**config.mk**
```make
export PLATFORM = sky130hd
export DESIGN_NAME = remote_comm
export DESIGN_NICKNAME = d
export VERILOG_FILES = /design/src/rtl/remote_comm.sv
export SDC_FILE = /design/constraint.sdc
export NUM_CORES = 1
export LEC_CHECK = 0
export ABC_AREA = 1
export BUFFER_PORTS_ARGS = -buffer_cell sky130_fd_sc_hd__buf_2
export CAP_MARGIN = 25
export CORE_MARGIN = 1.5
export CORE_UTILIZATION = 60
export DETAILED_ROUTE_END_ITERATION = 12
export GPL_ROUTABILITY_DRIVEN = 0
export PLACE_DENSITY = 0.88
export SYNTH_ARGS = -nofsm -noshare
export SYNTH_HDL_FRONTEND = slang
export SYNTH_SLANG_ARGS = --single-unit
```
**constraint.sdc**
```tcl
create_clock -name clk -period 4.3 [get_ports clk]
set_input_delay 0.215 -clock clk [delete_from_list [all_inputs] [get_ports clk]]
set_output_delay 0.215 -clock clk [all_outputs]
set_load 0.03 [all_outputs]
```
**src/rtl/remote_comm.sv**
```systemverilog
// UART link to the robot: sends a 16-bit command as two 8N1 bytes (high byte first)
// and receives single 8N1 response bytes on RX, both directions running independently.
module remote_comm #(
    parameter int BAUD_DIV = 2604
) (
    input  logic        clk,
    input  logic        rst_n,
    input  logic        RX,
    output logic        TX,
    input  logic [15:0] cmd,
    input  logic        send_cmd,
    output logic        cmd_sent,
    output logic        resp_rdy,
    output logic [7:0]  resp
);

    localparam int CW = $clog2(BAUD_DIV);

    typedef enum logic [1:0] {TX_IDLE, TX_HIGH, TX_LOW} tx_state_t;
    typedef enum logic [1:0] {RX_IDLE, RX_START, RX_DATA, RX_STOP} rx_state_t;

    // ---------------- transmitter ----------------
    tx_state_t   r_tx_state;
    tx_state_t   w_tx_state_next;
    logic [CW-1:0] r_tx_cnt;
    logic [3:0]  r_tx_bit;
    logic [15:0] r_cmd;
    logic        r_cmd_sent;
    logic        w_accept;
    logic        w_tx_bit_end;
    logic        w_tx_frame_end;
    logic [7:0]  w_tx_byte;
    logic [2:0]  w_tx_sel;
    logic        w_tx;

    assign w_accept       = send_cmd && (r_tx_state == TX_IDLE);
    assign w_tx_bit_end   = (r_tx_cnt == CW'(BAUD_DIV - 1));
    assign w_tx_frame_end = w_tx_bit_end && (r_tx_bit == 4'd9);

    always_ff @(posedge clk) begin
        if (rst_n) begin
            r_tx_state <= TX_IDLE;
        end else begin
            r_tx_state <= w_tx_state_next;
        end
    end

    always_comb begin
        w_tx_state_next = r_tx_state;
        case (r_tx_state)
            TX_IDLE: if (w_accept)       w_tx_state_next = TX_HIGH;
            TX_HIGH: if (w_tx_frame_end) w_tx_state_next = TX_LOW;
            TX_LOW:  if (w_tx_frame_end) w_tx_state_next = TX_IDLE;
            default:                     w_tx_state_next = TX_IDLE;
        endcase
    end

    // Bit index 0 is the start bit, 1..8 data LSB first, 9 the stop bit.
    always_comb begin
        w_tx_byte = (r_tx_state == TX_HIGH) ? r_cmd[15:8] : r_cmd[7:0];
        w_tx_sel  = 3'(r_tx_bit - 4'd1);
        w_tx      = 1'b1;
        if (r_tx_state != TX_IDLE) begin
            if (r_tx_bit == 4'd0) begin
                w_tx = 1'b0;
            end else if (r_tx_bit != 4'd9) begin
                w_tx = w_tx_byte[w_tx_sel];
            end
        end
    end

    always_ff @(posedge clk) begin
        if (rst_n) begin
            r_tx_cnt   <= '0;
            r_tx_bit   <= '0;
            r_cmd      <= '0;
            r_cmd_sent <= 1'b0;
        end else if (w_accept) begin
            r_cmd      <= cmd;
            r_tx_cnt   <= '0;
            r_tx_bit   <= '0;
            r_cmd_sent <= 1'b0;
        end else if (r_tx_state != TX_IDLE) begin
            if (w_tx_bit_end) begin
                r_tx_cnt <= '0;
                r_tx_bit <= w_tx_frame_end ? 4'd0 : r_tx_bit + 4'd1;
            end else begin
                r_tx_cnt <= r_tx_cnt + CW'(1);
            end
            if ((r_tx_state == TX_LOW) && w_tx_frame_end) begin
                r_cmd_sent <= 1'b1;
            end
        end
    end

    assign TX       = w_tx;
    assign cmd_sent = r_cmd_sent;

    // ---------------- receiver ----------------
    rx_state_t     r_rx_state;
    rx_state_t     w_rx_state_next;
    logic          r_rx_meta;
    logic          r_rx_sync;
    logic          r_rx_prev;
    logic [CW-1:0] r_rx_cnt;
    logic [2:0]    r_rx_bit;
    logic [7:0]    r_rx_shift;
    logic [7:0]    r_resp;
    logic          r_resp_rdy;
    logic          w_rx_fall;
    logic          w_rx_half;
    logic          w_rx_full;
    logic          w_start_ok;
    logic          w_bit_take;
    logic          w_stop_take;

    assign w_rx_fall = r_rx_prev && !r_rx_sync;
    assign w_rx_half = (r_rx_cnt == CW'(BAUD_DIV / 2 - 1));
    assign w_rx_full = (r_rx_cnt == CW'(BAUD_DIV - 1));

    always_ff @(posedge clk) begin
        if (rst_n) begin
            r_rx_state <= RX_IDLE;
        end else begin
            r_rx_state <= w_rx_state_next;
        end
    end

    always_comb begin
        w_rx_state_next = r_rx_state;
        case (r_rx_state)
            RX_IDLE:  if (w_rx_fall) w_rx_state_next = RX_START;
            RX_START: if (w_rx_half) w_rx_state_next = r_rx_sync ? RX_IDLE : RX_DATA;
            RX_DATA:  if (w_rx_full && (r_rx_bit == 3'd7)) w_rx_state_next = RX_STOP;
            RX_STOP:  if (w_rx_full) w_rx_state_next = RX_IDLE;
            default:  w_rx_state_next = RX_IDLE;
        endcase
    end

    always_comb begin
        w_start_ok  = (r_rx_state == RX_START) && w_rx_half && !r_rx_sync;
        w_bit_take  = (r_rx_state == RX_DATA)  && w_rx_full;
        w_stop_take = (r_rx_state == RX_STOP)  && w_rx_full;
    end

    // The fall is seen one clock after the synchronized edge, hence the count starts at 1.
    always_ff @(posedge clk) begin
        if (rst_n) begin
            r_rx_meta  <= 1'b1;
            r_rx_sync  <= 1'b1;
            r_rx_prev  <= 1'b1;
            r_rx_cnt   <= '0;
            r_rx_bit   <= '0;
            r_rx_shift <= '0;
            r_resp     <= '0;
            r_resp_rdy <= 1'b0;
        end else begin
            r_rx_meta <= RX;
            r_rx_sync <= r_rx_meta;
            r_rx_prev <= r_rx_sync;
            if (r_rx_state == RX_IDLE) begin
                r_rx_cnt <= w_rx_fall ? CW'(1) : '0;
            end else if (((r_rx_state == RX_START) && w_rx_half) || w_rx_full) begin
                r_rx_cnt <= '0;
            end else begin
                r_rx_cnt <= r_rx_cnt + CW'(1);
            end
            if (w_start_ok) begin
                r_rx_bit <= '0;
            end else if (w_bit_take) begin
                r_rx_bit <= r_rx_bit + 3'd1;
            end
            if (w_bit_take) begin
                r_rx_shift <= {r_rx_sync, r_rx_shift[7:1]};
            end
            if (w_stop_take) begin
                r_resp     <= r_rx_shift;
                r_resp_rdy <= 1'b1;
            end else if (w_start_ok || w_accept) begin
                r_resp_rdy <= 1'b0;
            end
        end
    end

    assign resp     = r_resp;
    assign resp_rdy = r_resp_rdy;

endmodule

```
==> results.sh <==
export IMPL_cpMostUsedCell="nand3_1"
export IMPL_diodes=0
export IMPL_port_buffers=30
export IMPL_place_hpwl_um=5196
export IMPL_clock_path_buffers=2
export IMPL_synth_area_per_cell_um2=7.486
export IMPL_ir_worst_vdd_mv=0.2451
export IMPL_antenna_left=0
export IMPL_crit_slowest_cell="dfxtp_1"
export IMPL_fmax_mhz=426.4
export IMPL_post_drt_wl_per_cell_um=12.77
export IMPL_num_rows=27
export IMPL_critPathRequiredTime_ps=4090
export IMPL_cts_buffers=9
export IMPL_ys_seq_elements=72
export IMPL_dp_cells=558
export IMPL_end_kind="primary output"
export IMPL_seqCellArea_um2=1441
export IMPL_synthDistinctLibCells=39
export IMPL_core_area_um2=5608
export IMPL_mostFrequentLayoutCell="dfxtp_1"
export IMPL_grt_pass1_wl_um=12280
export IMPL_grt_usage_pct=24.62
export IMPL_synth_seq_area_share_pct=40.62
export IMPL_path_delay_family="flip-flops"
export IMPL_cp_num_buf_inv=3
export IMPL_cellPowerDensity_nw_per_um2=335.6
export IMPL_layout_cells_non_filler=574
export IMPL_fillers=473
export IMPL_grt_max_degree=32
export IMPL_start_util_pct=63.28
export IMPL_worstSkewPairLatency_ps=340
export IMPL_worstSetupStartpointType="flop"
export IMPL_setup_viol=0
export IMPL_die_w_um=79.90
export IMPL_cts_sinks=72
export IMPL_yosysTopAreaCell="dfxtp_1"
export IMPL_cts_tree="built"
export IMPL_hold_violations=0
export IMPL_grt_setup_unrepaired="false"
export IMPL_dieHeight_um=79.90
export IMPL_yosys_top_cells_area="dfxtp_1 (41%), nand2_1 (7.3%), nand3_1 (5.8%)"
export IMPL_path_cells="inv_1, ha_1, inv_1, nand3_1, nand3_1, nand3_1, nand2_1, nand2_1, buf_2"
export IMPL_synth_cells=474
export IMPL_antenna_found_initial=0
export IMPL_io_pins=31
export IMPL_maxSlewViolCount=0
export IMPL_drc=0
export IMPL_routed_via_density=5.533
export IMPL_nets=526
export IMPL_yosysTopAreaCellShare_pct=40.62
export IMPL_cp_arrival_ps=2130
export IMPL_cp_max_fo=9
export IMPL_cts_setup_buffers=0
export IMPL_clockRootBuffer="clkbuf_8"
export IMPL_drive_gt1_share_pct=15.34
export IMPL_cap_violations=0
export IMPL_period_share_pct=54.54
export IMPL_drt_iter0_drc=193
export IMPL_cts_hold_buf=0
export IMPL_rrSetupSlack_ps=2050
export IMPL_cts_resized=0
export IMPL_p_leak_nw=1.567
export IMPL_worstHoldPathType="input pin to flop"
export IMPL_dieArea_um2=6384
export IMPL_finalSetupTns_ps=0
export IMPL_first_global_vias=2917
export IMPL_grt_ovfl_total=0
export IMPL_yosys_warnings=0
export IMPL_tightest_slew_ps=952.2
export IMPL_finalClockSkew_ps=7.644
export IMPL_layout_min_cycle_time_ps=2345
export IMPL_area_delta_synth_final_pct=8.392
export IMPL_layout_common_cells="dfxtp_1 (72), nand2_1 (69), inv_1 (49)"
export IMPL_synthesis_area_um2=3548
export IMPL_h_tree_depth=3
export IMPL_crit_type="flop to primary output"
export IMPL_clk_pin_slew_ps=70
export IMPL_synth_nets=503
export IMPL_drt_pre_antenna_iters=4
export IMPL_routed_wirelength_um=7332
export IMPL_vias=3176
export IMPL_critical_path_max_stage_delay_ps=530
export IMPL_multi_input_area_um2=1774
export IMPL_outcome="finished, final reports clean"
export IMPL_slew_headroom_pct=35.99
==> area by class of cell <==
class | instances | share of cell area [%]
multi-input cells | 328 | 46.13
inverters | 56 | 5.465
clock buffers | 12 | 3.513
well taps | 72 | 2.342
clock inverters | 4 | 1.171
repair buffers | 30 | 3.904
flip-flops and latches | 72 | 37.48
==> metal layers <==
layer,share of wire (%),vias up,GRT usage (%)
met1,46,1465,29.89
li1,-,1620,-
met5,0,-,0
met4,2.3,0,13.97
met2,48,76,40.84
met3,3.5,15,4.229
==> registers in the layout, indices dropped and copies added (netlist names), named ones only <==
register and flops:
cmd_sent 1, r_cmd 16, r_rx_bit 3, r_rx_cnt 12, r_rx_meta 1, r_rx_prev 1
r_rx_shift 8, r_rx_state 1, r_rx_sync 1, r_tx_bit 4, r_tx_cnt 12, r_tx_state 2
resp 8, resp_rdy 1
==> cells by family after synthesis <==
group	synth area share [%]
and+or+nand+nor	34.59
buffers and inverters	9.379
AOI/OAI and AO/OA	10.51
DFF	40.62
adders and majority gates	3.174
xor gates and xnor gates	1.728
==> Yosys cell counts (all sizes together) <==
cell type  count
a21oi         40
clkbuf         6
nor3b          4
nor2          56
clkinv         1
nand4         23
o21ai         33
and3           1
nand2         74
inv           55
dfxtp         72
nor3          28
xor2           5
nand3         42
nor4           2
nand3b         4
or2            5
buf           12
xnor2          2
ha             9
==> power by group <==
part           leakage (nW)  switching, mW  internal (mW)
registers             0.585        0.00989          0.685
logic                 0.887         0.0627         0.0312
clock network        0.0941          0.237          0.266
==> worst reg2reg max path, stage by stage, from the launching register on <==
cell and delay (ps):
dfxtp_1 380, nor2_2 470, nand2_1 590, inv_1 330, nor2_2 100, o21ai_0 150, nor2_1 100
==> metrics by stage <==
step	worst slack (ps)	utilization [%]	total power, mW	instance area, um2	hold WS [ps]
detailed placement	2041	65.37	0.8027	3666	401.5
global route	1716	68.59	1.340	3846	59.22
global placement	2120	65.37	0.7991	3666	392.1
CTS	1961	68.59	1.300	3846	46.28
floorplan	2658	-	0.7824	3548	318.8
finish	1955	68.59	1.291	3846	56.00
==> worst paths after layout <==
path | cells past startpoint | to | from
worst max-delay path | 9 | TX | r_tx_bit[0]
worst min-delay path | 2 | r_rx_meta | RX
worst max register to register | 6 | r_tx_bit[3] | r_tx_state[0]
worst min register to register | 1 | r_rx_sync | r_rx_meta
(Power assumes the default switching activity.)
